<file path="config.mk">
export PLATFORM = sky130hd
export DESIGN_NAME = mips_instr_encoder_flat
export DESIGN_NICKNAME = d
export VERILOG_FILES = /design/src/rtl/mips_instr_encoder_if.sv /design/src/rtl/mips_instr_encoder.sv /design/src/flat_wrapper.sv
export SDC_FILE = /design/constraint.sdc
export NUM_CORES = 1
export LEC_CHECK = 0
export ABC_AREA = 1
export CORE_MARGIN = 5
export CORE_UTILIZATION = 37
export DETAILED_ROUTE_END_ITERATION = 10
export HOLD_SLACK_MARGIN = 0.06
export PLACE_DENSITY_LB_ADDON = 0.3
export SLEW_MARGIN = 15
export SYNTH_ARGS = -nofsm -noshare
export SYNTH_HDL_FRONTEND = slang
export SYNTH_SLANG_ARGS = --single-unit
export TNS_END_PERCENT = 30
</file>
<file path="constraint.sdc">
create_clock -name clk -period 4.8 [get_ports clk]
set_input_delay 0.72 -clock clk [delete_from_list [all_inputs] [get_ports clk]]
set_output_delay 0.72 -clock clk [all_outputs]
set_load 0.05 [all_outputs]
</file>
<file path="src/rtl/mips_instr_encoder_if.sv">
// rtl/mips_instr_encoder_if.sv - instruction-field input handshake and memory write bus
interface mips_instr_encoder_if #(
    parameter int ADDR_W = 32
);
    logic              in_valid;
    logic              in_ready;
    logic              in_last;
    logic [4:0]        instr_id;
    logic [4:0]        rs;
    logic [4:0]        rt;
    logic [4:0]        rd;
    logic [4:0]        shamt;
    logic [15:0]       imm;
    logic [25:0]       target;
    logic              mem_we;
    logic              mem_ready;
    logic [ADDR_W-1:0] mem_addr;
    logic [31:0]       mem_wdata;

    modport master (
        output in_valid, in_last, instr_id, rs, rt, rd, shamt, imm, target, mem_ready,
        input  in_ready, mem_we, mem_addr, mem_wdata
    );

    modport slave (
        input  in_valid, in_last, instr_id, rs, rt, rd, shamt, imm, target, mem_ready,
        output in_ready, mem_we, mem_addr, mem_wdata
    );
endinterface

</file>
<file path="src/rtl/mips_instr_encoder.sv">
// rtl/mips_instr_encoder.sv - packs decoded instruction fields into MIPS words streamed to memory
module mips_instr_encoder #(
    parameter logic [31:0] BASE_ADDR = 32'h0000_0000,
    parameter int          ADDR_W    = 32,
    parameter int          CNT_W     = 16
) (
    input  logic                 clk,
    input  logic                 rst_n,
    input  logic                 start_i,
    mips_instr_encoder_if.slave  bus,
    output logic                 busy_o,
    output logic                 done_o,
    output logic                 err_o,
    output logic [CNT_W-1:0]     word_count_o,
    output logic [CNT_W-1:0]     err_count_o
);
    // Instruction IDs: ADD..SLT = 0..6, SLL/SRL/SRA = 7..9, JR = 10,
    // SW LW ADDI ANDI ORI XORI SLTI BEQ BNE = 11..19, JMP = 20, JAL = 21.
    localparam logic [4:0] MAX_INSTR_ID = 5'd21;

    typedef enum logic [1:0] {S_IDLE, S_RUN, S_DRAIN, S_DONE} state_t;

    state_t              state_q, state_d;
    logic                we_q, we_d;
    logic [31:0]         wdata_q, wdata_d;
    logic [ADDR_W-1:0]   addr_q, addr_d;
    logic [CNT_W-1:0]    wc_q, wc_d, ec_q, ec_d;
    logic                err_q, err_d;

    logic                in_ready, accept, fire, start_go, legal;
    logic [31:0]         word;

    assign fire     = we_q & bus.mem_ready;
    assign accept   = bus.in_valid & in_ready;
    assign start_go = (state_q == S_IDLE) & start_i;

    always_comb begin
        legal = 1'b1;
        word  = 32'h0;
        unique case (bus.instr_id)
            5'd0:  word = {6'b000000, bus.rs, bus.rt, bus.rd, 5'd0, 6'b100000};
            5'd1:  word = {6'b000000, bus.rs, bus.rt, bus.rd, 5'd0, 6'b100010};
            5'd2:  word = {6'b000000, bus.rs, bus.rt, bus.rd, 5'd0, 6'b100100};
            5'd3:  word = {6'b000000, bus.rs, bus.rt, bus.rd, 5'd0, 6'b100101};
            5'd4:  word = {6'b000000, bus.rs, bus.rt, bus.rd, 5'd0, 6'b100110};
            5'd5:  word = {6'b000000, bus.rs, bus.rt, bus.rd, 5'd0, 6'b100111};
            5'd6:  word = {6'b000000, bus.rs, bus.rt, bus.rd, 5'd0, 6'b101010};
            5'd7:  word = {6'b000000, 5'd0, bus.rt, bus.rd, bus.shamt, 6'b000000};
            5'd8:  word = {6'b000000, 5'd0, bus.rt, bus.rd, bus.shamt, 6'b000010};
            5'd9:  word = {6'b000000, 5'd0, bus.rt, bus.rd, bus.shamt, 6'b000011};
            5'd10: word = {6'b000000, bus.rs, 15'd0, 6'b001000};
            5'd11: word = {6'b101011, bus.rs, bus.rt, bus.imm};
            5'd12: word = {6'b100011, bus.rs, bus.rt, bus.imm};
            5'd13: word = {6'b001000, bus.rs, bus.rt, bus.imm};
            5'd14: word = {6'b001100, bus.rs, bus.rt, bus.imm};
            5'd15: word = {6'b001101, bus.rs, bus.rt, bus.imm};
            5'd16: word = {6'b001110, bus.rs, bus.rt, bus.imm};
            5'd17: word = {6'b001010, bus.rs, bus.rt, bus.imm};
            5'd18: word = {6'b000100, bus.rs, bus.rt, bus.imm};
            5'd19: word = {6'b000101, bus.rs, bus.rt, bus.imm};
            5'd20: word = {6'b000010, bus.target};
            5'd21: word = {6'b000011, bus.target};
            default: legal = 1'b0;
        endcase
        if (bus.instr_id > MAX_INSTR_ID) legal = 1'b0;
    end

    always_ff @(posedge clk or negedge rst_n) begin
        if (!rst_n) state_q <= S_IDLE;
        else        state_q <= state_d;
    end

    always_comb begin
        state_d = state_q;
        unique case (state_q)
            S_IDLE:  if (start_i) state_d = S_RUN;
            S_RUN:   if (accept && bus.in_last) state_d = S_DRAIN;
            S_DRAIN: if (!we_q || bus.mem_ready) state_d = S_DONE;
            S_DONE:  state_d = S_IDLE;
            default: state_d = S_IDLE;
        endcase
    end

    always_comb begin
        in_ready = (state_q == S_RUN) & (~we_q | bus.mem_ready);
        busy_o   = (state_q != S_IDLE);
        done_o   = (state_q == S_DONE);
    end

    // A drain and a new acceptance in the same cycle simply overwrite the register.
    always_comb begin
        we_d    = we_q;
        wdata_d = wdata_q;
        addr_d  = addr_q;
        wc_d    = wc_q;
        ec_d    = ec_q;
        err_d   = err_q;
        if (start_go) begin
            addr_d = ADDR_W'(BASE_ADDR);
            wc_d   = '0;
            ec_d   = '0;
            err_d  = 1'b0;
        end
        if (fire) begin
            we_d   = 1'b0;
            addr_d = addr_q + ADDR_W'(4);
            wc_d   = wc_q + CNT_W'(1);
        end
        if (accept) begin
            if (legal) begin
                we_d    = 1'b1;
                wdata_d = word;
            end else begin
                err_d = 1'b1;
                ec_d  = ec_q + CNT_W'(1);
            end
        end
    end

    always_ff @(posedge clk or negedge rst_n) begin
        if (!rst_n) begin
            we_q    <= 1'b0;
            wdata_q <= 32'h0;
            addr_q  <= ADDR_W'(BASE_ADDR);
            wc_q    <= '0;
            ec_q    <= '0;
            err_q   <= 1'b0;
        end else begin
            we_q    <= we_d;
            wdata_q <= wdata_d;
            addr_q  <= addr_d;
            wc_q    <= wc_d;
            ec_q    <= ec_d;
            err_q   <= err_d;
        end
    end

    assign bus.in_ready  = in_ready;
    assign bus.mem_we    = we_q;
    assign bus.mem_wdata = wdata_q;
    assign bus.mem_addr  = addr_q;
    assign err_o         = err_q;
    assign word_count_o  = wc_q;
    assign err_count_o   = ec_q;
endmodule

</file>
<file path="src/flat_wrapper.sv">
// flat-port wrapper written by rule: the top's interface ports become plain ports
module mips_instr_encoder_flat 
#(
    parameter logic [31:0] BASE_ADDR = 32'h0000_0000,
    parameter int          ADDR_W    = 32,
    parameter int          CNT_W     = 16
)
  (clk, rst_n, start_i, busy_o, done_o, err_o, word_count_o, err_count_o, bus_in_valid, bus_in_last, bus_instr_id, bus_rs, bus_rt, bus_rd, bus_shamt, bus_imm, bus_target, bus_mem_ready, bus_in_ready, bus_mem_we, bus_mem_addr, bus_mem_wdata);
  mips_instr_encoder_if #(.ADDR_W(ADDR_W)) bus_i ();
  input  logic clk;
  input  logic rst_n;
  input  logic start_i;
  output logic busy_o;
  output logic done_o;
  output logic err_o;
  output logic [CNT_W-1:0] word_count_o;
  output logic [CNT_W-1:0] err_count_o;
  input wire logic [$bits(bus_i.in_valid)-1:0] bus_in_valid;
  input wire logic [$bits(bus_i.in_last)-1:0] bus_in_last;
  input wire logic [$bits(bus_i.instr_id)-1:0] bus_instr_id;
  input wire logic [$bits(bus_i.rs)-1:0] bus_rs;
  input wire logic [$bits(bus_i.rt)-1:0] bus_rt;
  input wire logic [$bits(bus_i.rd)-1:0] bus_rd;
  input wire logic [$bits(bus_i.shamt)-1:0] bus_shamt;
  input wire logic [$bits(bus_i.imm)-1:0] bus_imm;
  input wire logic [$bits(bus_i.target)-1:0] bus_target;
  input wire logic [$bits(bus_i.mem_ready)-1:0] bus_mem_ready;
  output wire logic [$bits(bus_i.in_ready)-1:0] bus_in_ready;
  output wire logic [$bits(bus_i.mem_we)-1:0] bus_mem_we;
  output wire logic [$bits(bus_i.mem_addr)-1:0] bus_mem_addr;
  output wire logic [$bits(bus_i.mem_wdata)-1:0] bus_mem_wdata;
  assign bus_i.in_valid = bus_in_valid;
  assign bus_i.in_last = bus_in_last;
  assign bus_i.instr_id = bus_instr_id;
  assign bus_i.rs = bus_rs;
  assign bus_i.rt = bus_rt;
  assign bus_i.rd = bus_rd;
  assign bus_i.shamt = bus_shamt;
  assign bus_i.imm = bus_imm;
  assign bus_i.target = bus_target;
  assign bus_i.mem_ready = bus_mem_ready;
  assign bus_in_ready = bus_i.in_ready;
  assign bus_mem_we = bus_i.mem_we;
  assign bus_mem_addr = bus_i.mem_addr;
  assign bus_mem_wdata = bus_i.mem_wdata;
  mips_instr_encoder #(.BASE_ADDR(BASE_ADDR), .ADDR_W(ADDR_W), .CNT_W(CNT_W)) u_core (.clk(clk), .rst_n(rst_n), .start_i(start_i), .bus(bus_i), .busy_o(busy_o), .done_o(done_o), .err_o(err_o), .word_count_o(word_count_o), .err_count_o(err_count_o));
endmodule
</file>
==> metrics.csv <==
stage,metric,value,unit
status,status,finished clean,
setup_path,cp-start-kind,primary input,
setup_path,crit_chain,clkdlybuf4s50_1 -> nor2_2 -> nor2_2 -> clkdlybuf4s50_1,
clock_network,clock_latency,350,ps
cells_and_area,regArea,2430,µm²
clock_network,clk_pin_slew_worst_paths,70,ps
clock_network,cts.sinks,97,
timing,fin_crit_sh,62.2,%
logic_synthesis,synth-xor-area-share,0.606,%
floorplanning,core_area,15300,µm²
logic_synthesis,ys_ff_latch,97,
logic_synthesis,synthCells,830,
timing,skew,9.00,ps
logic_synthesis,yosysWarnings,0,
placement,gp_congestion,0.887,
logic_synthesis,yosysMostFrequentCell,nand2_1,
logic_synthesis,synth_cell_type_count,40,
setup_path,required,4080,ps
cells_and_area,fillers,1490,
timing,relSlewSlack,44.7,%
logic_synthesis,synth_common_cells,"nand2_1 (303), dfrtp_1 (97), nor2_1 (94)",
setup_path,path_buf_inv,2,
clock_network,clockBufferDepth,2,
detailed_routing,postRouteAntennaNets,0,
logic_synthesis,yosys-mux-area-fraction,0,%
detailed_routing,drtIter0Drc,366,
min_path,hold_path_class,primary input to async pin,
global_routing,globalRouteMet1Util,24.3,%
floorplanning,dieArea,18200,µm²
pwr,power_density,418,nW/µm²
pwr,leakagePower,3.51,nW
logic_synthesis,synth_top_family_by_area,simple AND/OR/NAND/NOR gates,
logic_synthesis,yosysTopAreaCell,dfrtp_1,
setup_path,cp-end-kind,primary output,
setup_path,path_class,primary input to primary output,
setup_path,slowest_delay,820,ps
clock_network,root_buffer,clkbuf_16,
logic_synthesis,synthArstFlopShare,100,%
cells_and_area,drive_gt1_share,5.71,%
global_routing,use_met2,29.2,%
global_routing,grt_pass1_vias,5591,
logic_synthesis,syn_area,5780,µm²
logic_synthesis,synth_fa_ha_area_share,1.73,%
timing,tns,0,ps
clock_network,cts_tree,built,
logic_synthesis,synth_compound_area_share,8.51,%
pwr,peakVddDrop,215,µV
cells_and_area,multi_input_area,2890,µm²
timing,slew_violations,0,
global_routing,grt_pass1_wl,27400,µm
detailed_routing,wl_per_cell,13.8,µm
clock_network,postCtsSetupBuffers,0,
clock_network,cts_made_buffers,9,
setup_path,crit_arrival,2270,ps
logic_synthesis,ys.flop_type,dfrtp_1,
setup_path,cp_max_fo,3,
timing,worst_pin_slew,829,ps
floorplanning,rows,45,
clock_network,cts-hold-fix-buffers,0,
logic_synthesis,synth-edff-count,0,
floorplanning,initial_utilization,37.9,%
detailed_routing,vias,5820,
detailed_routing,dr.pass1.iters,5,
timing,rsz0062_at_grt,false,
setup_path,cp_slowest_cell,clkdlybuf4s50_1,
detailed_routing,drt-total-wl,16700,µm
logic_synthesis,synth.top_cells.by_area,"dfrtp_1 (42%), nand2_1 (20%), nor2_1 (6.1%)",
timing,setup_viol,0,
logic_synthesis,synth.avg_cell_area,6.96,µm²
clock_network,post_cts_resized,0,
global_routing,grt_start_max_net_pins,65,
detailed_routing,vias_per_cell,4.81,
logic_synthesis,synth_top_cell_area_share,42.0,%
global_routing,grt.busiest_layer,met2,
detailed_routing,post-route-drc-count,0,
global_routing,overflow,0,
placement,dp_hpwl,12700,µm
setup_path,critPathTopFamily,buffers and inverters,
logic_synthesis,synth.yosys.seq_area_share,42.0,%
timing,period_needed,2990,ps
timing,max_freq,335,MHz
cells_and_area,antenna_cells,0,
global_routing,grt_use_total,18.6,%
placement,port_buffers,170,
logic_synthesis,yosys.area_share.simple,38.9,%
floorplanning,die_y,135,µm
cells_and_area,num-nets-final,1075,
cells_and_area,post-route-util,52.0,%
clock_network,htree_levels,3,
cells_and_area,stdcell_count,1210,
floorplanning,io_pins,174,
timing,hold_viol,0,
global_routing,gr-usage-met3,6.00,%
placement,dp_cells,1194,
flow_run,maxCapViolations,0,
floorplanning,die_w,135,µm
cells_and_area,syn2layout_area_growth,37.3,%
global_routing,antenna_found_initial,0,
-- cell families after synthesis --
kind of cell    count (synthesis)
compound gates                 90
xor+xnor                        4
fa+ha+maj                       8
buf+inv                       109
flops                          97
other cells                     1
simple gates                  521
-- worst reg2reg max path, delay by kind of cell (launching register included) --
family / cells / cell delay (ps)
flops: 1 / 410
fa+ha+maj: 1 / 170
compound gates: 1 / 80
buf+inv: 4 / 970
simple gates: 4 / 500
-- layout make-up --
type / instances / area share (%)
clock inverters: 2 / 0.442
flip-flops and latches: 97 / 30.6
multi-input cells: 626 / 36.4
inverters: 88 / 4.17
well taps: 211 / 3.33
repair buffers: 172 / 21.6
clock buffers: 14 / 3.46
-- worst paths after layout --
check / start / to / slack, ps / depth (start not counted)
max in group asynchronous: rst_n / u_core.err_count_o[13] / 3380 / 2
max: bus_mem_ready / bus_in_ready / 1810 / 4
min in group clk: u_core.bus.mem_wdata[24] / u_core.bus.mem_wdata[24] / 480 / 2
min: rst_n / u_core.bus.mem_addr[22] / 460 / 1
max reg2reg: u_core.state_q[1] / u_core.bus.mem_wdata[29] / 2520 / 10
min reg2reg: u_core.bus.mem_wdata[24] / u_core.bus.mem_wdata[24] / 480 / 2
-- registers in the layout, indices dropped and copies added, names as in the netlist --
name / flops
u_core.err_count_o: 16
u_core.bus.mem_addr: 30
u_core.state_q: 2
u_core.err_o: 1
u_core.word_count_o: 16
u_core.bus.mem_wdata: 31
u_core.bus.mem_we: 1
-- metrics by stage --
stage	hold WS (ps)	power [mW]	cell area (µm²)	setup slack [ps]
global route	507	3.49	7930	1770
floorplan	424	2.04	5780	2690
CTS	485	3.35	7930	1820
finish	461	3.31	7930	1810
detailed placement	467	2.57	7620	1790
global placement	465	2.57	7620	1830
-- power by group --
group          leakage [nW]  switching [mW]  internal (mW)  total, mW
Sequential             1.30           0.119          0.975       1.09
Combinational          2.05           0.996          0.461       1.46
Clock                 0.153           0.314          0.447      0.761
-- layout by cell type (no fill, tap or decap), types with 7 or more instances in the layout --
cell type	netlist	layout
nand2_1	303	303
clkdlybuf4s50_1	0	169
dfrtp_1	97	97
nor2_1	94	94
inv_1	80	80
nand3_1	65	65
o21ai_0	38	38
a21oi_1	29	29
nor3_1	14	14
nand4_1	12	12
a31oi_1	10	10
clkbuf_16	0	9
nor2_2	8	8
inv_2	8	8
ha_1	8	8
nand2_2	7	7
-- routing by layer --
layer	part of all wire [%]	wire length (µm)
met1	43	7280
met3	9.3	1560
met4	2.0	338
met5	0	0
met2	45	7570
Power figures use the tool's default switching activity.
==> RTL edit 1, RTL diff (config.mk and constraints unchanged) <==
`CNT_W` is set to 16 in 2 places; all go to 14.
--- a/src/rtl/mips_instr_encoder.sv
+++ b/src/rtl/mips_instr_encoder.sv
@@ -4,3 +4,3 @@
     parameter int          ADDR_W    = 32,
-    parameter int          CNT_W     = 16
+    parameter int          CNT_W     = 14
 ) (
--- a/src/flat_wrapper.sv
+++ b/src/flat_wrapper.sv
@@ -5,3 +5,3 @@
     parameter int          ADDR_W    = 32,
-    parameter int          CNT_W     = 16
+    parameter int          CNT_W     = 14
 )
Ports: changed (resized err_count_o and word_count_o); port bits go from 174 to 170. The function was not compared with the original's and may differ.
==> RTL edit 1 against the original RTL <==
  * Clock power increased by 8.3%
  * Power shrank 0.69%
  * Routed wire length fell by 2.3%
  * Design area is 4.8% lower
  * Area after synthesis decreased by 6.1%
  * Sequential power fell by 4%
  * Setup slack got worse by 0.016 ns
  * Clock skew is 0.0010 ns lower
  * Critical path type unchanged
  * Sequential cell count fell by 4
  * Combinational power shrank 3%
  * Largest power group unchanged
  * Non-clock buffer count shrank 3
==> RTL edit 1: results (changes against the original RTL) <==
[run_status]
outcome=completed  ; unchanged

[yosys]
synth_cell_types=34  ; was 40
synth_common_cells=285 x nand2_1, 93 x dfrtp_1, 90 x nor2_1  ; was 303 x nand2_1, 97 x dfrtp_1, 94 x nor2_1

[timing]
hold_ws_ns=0.465  ; was 0.461 ns
clock.fmax_mhz=333  ; was 335 MHz
fin_skew_ns=0.00798  ; was 0.00900 ns
worst_pin_slew_ns=0.817  ; was 0.829 ns

[power_and_ir_drop]
peakVddDrop_mv=0.305  ; was 0.215 mV
powerClk_uw=824  ; was 761 uW
seqPwrFrac_pct=31.9  ; was 33.0%

[global_routing]
grt_pass1_vias=5285  ; was 5591
grt_pass1_wl_um=25800  ; was 27400 um

[critical_path]
critPathMaxStageDelay_ns=0.86  ; was 0.82 ns

[layout]
num-fill-cells=1426  ; was 1490
clock_area_share_pct=4.48  ; was 3.90%
multiInputGateArea_sq_um=2650  ; was 2890 sq um
drive_above_1_share_pct=3.68  ; was 5.71%
nonClkBufAreaFrac_pct=22.3  ; was 21.6%
layout-area-overhead-vs-synth_pct=39.1  ; was 37.3%
num-nonclk-buffers=169  ; was 172
inverters_excl_clock=84  ; was 88
seq_area_share_pct=30.8  ; was 30.6%

[placement]
dpl_cell_area_sq_um=7210  ; was 7620 sq um
gp_congestion=0.889  ; was 0.887
post-place-ws_ns=1.79  ; about the same

[drt]
first_pass_iters=6  ; was 5
dr_total_vias=5623  ; was 5820

[floorplan]
rows=44  ; was 45

## RTL edit 1: changes by cell type in the layout (fill, tap and decap cells not counted), sizes merged, moves of 4 or more
cell / delta
nor2: -10
nand2: -24
inv: -4
clkbuf: -5
dfrtp: -4
clkdlybuf4s50: -4
## RTL edit 1: final timing paths
| kind | startpoint | end | cells past startpoint |
|---|---|---|---|
| setup / recovery | bus_mem_ready | bus_in_ready | 4 |
| hold / removal | rst_n | u_core.bus.mem_addr[30]$_DFFE_PN0P_ | 1 |
| setup reg to reg | u_core.bus.mem_addr[2]$_DFFE_PN0P_ | u_core.bus.mem_addr[16]$_DFFE_PN0P_ | 8 |
| hold reg to reg | u_core.bus.mem_wdata[19]$_DFFE_PN0P_ | u_core.bus.mem_wdata[19]$_DFFE_PN0P_ | 2 |
| max in group asynchronous | rst_n | u_core.err_count_o[3]$_DFF_PN0_ | 2 |
| min in group clk | u_core.bus.mem_wdata[19]$_DFFE_PN0P_ | u_core.bus.mem_wdata[19]$_DFFE_PN0P_ | 2 |
## RTL edit 1: logic make-up after synthesis
kind of cell / Yosys count / synth area share, %
compound gates: 97 / 9.87
xor+xnor: 5 / 0.807
fa+ha+maj: 8 / 1.85
simple gates: 478 / 36.2
flops: 93 / 42.9
other cells: 1 / 0.0691
buf+inv: 108 / 8.30
## RTL edit 1: critical path: cells and delay by family
family                 cells  cell delay [ns]
buffers and inverters      2             1.35
and+or+nand+nor            2             0.21
## RTL edit 1: routing by layer
layer  up-vias  track usage (%)  part of all wire [%]
li1       2828                -                     -
met1      2594             24.1                    43
met2       171             31.5                    48
met3        30             6.20                   7.3
met4         0             5.87                   2.2
met5         -                0                     0
==> RTL edit 2, RTL diff (config.mk and constraints unchanged) <==
Without the edit above. Make the reset (`rst_n`) synchronous in 2 clocked blocks.
--- a/src/rtl/mips_instr_encoder.sv
+++ b/src/rtl/mips_instr_encoder.sv
@@ -67,3 +67,3 @@
 
-    always_ff @(posedge clk or negedge rst_n) begin
+    always_ff @(posedge clk) begin
         if (!rst_n) state_q <= S_IDLE;
@@ -119,3 +119,3 @@
 
-    always_ff @(posedge clk or negedge rst_n) begin
+    always_ff @(posedge clk) begin
         if (!rst_n) begin
Behaviour: differs if rst_n is asserted again (counterexample within 4 cycles, from zero or initial values and one cycle with rst_n low); with rst_n held inactive, the same outputs for 4 cycles.
==> RTL edit 2 against the original RTL <==
  * Clock skew is 0.0023 ns lower
  * Register-to-register slack worse by 0.20 ns
  * Routed wire length is 2.0% higher
  * Final cell count is 1.4% higher
  * Power is 25% lower
  * Clock power is 5.1% higher
  * Sequential power is 16% lower
  * Sequential cell count stayed put
  * Via count is 4.7% higher
  * Setup slack worse by 0.18 ns
  * Design area is 3.6% lower
  * Sequential share of layout area is 5.2 points lower
  * Combinational power is 47% lower
  * Area after synthesis is 4.7% lower
  * Critical endpoint unchanged
  * Largest power group is now registers
==> RTL edit 2: results (changes against the original RTL) <==
[clock_tree]
cts_setup_buffers=0  ; unchanged
cts.path.max_buffers=2  ; unchanged
numCtsBuffers=9  ; unchanged
clk_latency_ns=0.35  ; about the same
clkTransAtPathRegs_ns=0.07  ; about the same
htree_levels=3  ; unchanged
cts_resized=0  ; unchanged

[yosys]
synthArstFlopShare_pct=0  ; was 100%
yosysSeqAreaShare_pct=35.3  ; was 42.0%
synth_cell_types=41  ; was 40
synthFlopType=dfxtp_1  ; was dfrtp_1
synth_common_cells=248 x nand2_1, 131 x nor2_1, 97 x dfxtp_1  ; was 303 x nand2_1, 97 x dfrtp_1, 94 x nor2_1
synth_area_leaders=dfxtp_1 35%, nand2_1 17%, nor2_1 8.9%  ; was dfrtp_1 42%, nand2_1 20%, nor2_1 6.1%

[timing]
worst_pin_slew_ns=0.885  ; was 0.829 ns
fin_skew_ns=0.00667  ; was 0.00900 ns
clock.fmax_mhz=316  ; was 335 MHz

[layout]
drive_above_1_share_pct=3.55  ; was 5.71%
final_net_count=1119  ; was 1075
largest_reg_flops=31  ; unchanged
num-fill-cells=1503  ; was 1490
antenna_cells=0  ; unchanged

[drt]
dr_total_vias=6091  ; was 5820
first_pass_iters=5  ; unchanged
drtIter0Drc=340  ; was 366
wl_per_cell_um=13.9  ; was 13.8 um

[placement]
gp_congestion=0.892  ; was 0.887
dp_hpwl_um=12900  ; was 12700 um
post-place-ws_ns=1.67  ; was 1.79 ns

[critical_path]
path_max_fanout=3  ; unchanged
cp_data_arrival_time_ns=2.44  ; was 2.27 ns
ff2ff_setup_slack_ns=2.32  ; was 2.52 ns

[global_routing]
grt_max_degree=44  ; was 65
grt_util_all_layers_pct=18.9  ; was 18.6%
grt_pass1_vias=5683  ; was 5591
antenna_found_initial=0  ; unchanged
grt_pass1_wl_um=27500  ; was 27400 um

[run_status]
outcome=completed  ; unchanged

[power_and_ir_drop]
power_leakage_nw=2.86  ; was 3.51 nW
peakVddDrop_mv=0.192  ; was 0.215 mV

[min_path]
hp-class=reg -> reg  ; was in -> async

==> RTL edit 2: changes by cell type in the layout (fill, tap and decap cells not counted), sizes merged, moves of 8 or more <==
cell    change
dfrtp      -97
dfxtp      +97
nand2      -62
a21oi      +33
nor2       +30
inv         +9
a211oi      +8
nand3       +8
==> RTL edit 2: cell families after synthesis <==
kind of cell / share of synthesized area, %
DFF: 35.3
AOI/OAI and AO/OA: 13.5
buffers and inverters: 9.48
xor gates and xnor gates: 1.27
adders and majority gates: 1.82
and+or+nand+nor: 38.6
other: 0.0681
==> RTL edit 2: area by class of cell <==
cell class | instances | area share (%)
flip-flops and latches | 97 | 25.4
well taps | 184 | 3.01
clock inverters | 6 | 1.19
repair buffers | 173 | 22.5
clock buffers | 10 | 3.12
multi-input cells | 659 | 39.9
inverters | 98 | 4.81
==> RTL edit 2: worst max-delay path, stage by stage <==
cell             delay (ns)
clkdlybuf4s50_1        0.55
inv_1                  0.08
nand2_1                0.10
and2_1                 0.13
clkdlybuf4s50_1        0.85
==> RTL edit 2: metal layers <==
layer	track usage, %	wire, um	vias to the layer above
li1	-	-	3154
met1	22.4	7280	2702
met2	31.6	7890	210
met3	6.64	1590	25
met4	6.63	316	0
met5	0	0	-
==> RTL edit 2: report_power, final <==
group / switching (mW) / internal (mW) / total (mW)
Clock: 0.328 / 0.472 / 0.800
Sequential: 0.0452 / 0.869 / 0.914
Combinational: 0.523 / 0.257 / 0.780
Total: 0.897 / 1.60 / 2.49
==> RTL edit 2: worst paths after layout <==
kind              cells after the start                            from                                    to
hold reg to reg                       2         u_core.err_o$_SDFF_PN0_               u_core.err_o$_SDFF_PN0_
setup reg to reg                      9  u_core.state_q[0]$_SDFFE_PN0P_  u_core.bus.mem_addr[17]$_SDFFE_PN0P_
hold / removal                        2         u_core.err_o$_SDFF_PN0_               u_core.err_o$_SDFF_PN0_
setup / recovery                      5                   bus_mem_ready                          bus_in_ready
==> RTL edit 2: metrics by stage <==
step                power (mW)  std cells  util (%)  instance area [sq um]  hold WS [ns]
floorplan                 1.44        885         -                   5510         0.513
global placement          1.71       1211      50.4                   7320         0.458
detailed placement        1.72       1211      50.4                   7320         0.462
CTS                       2.52       1227      52.6                   7650         0.472
global route              2.62       1227      52.6                   7650         0.492
finish                    2.49       1227      52.6                   7650         0.473
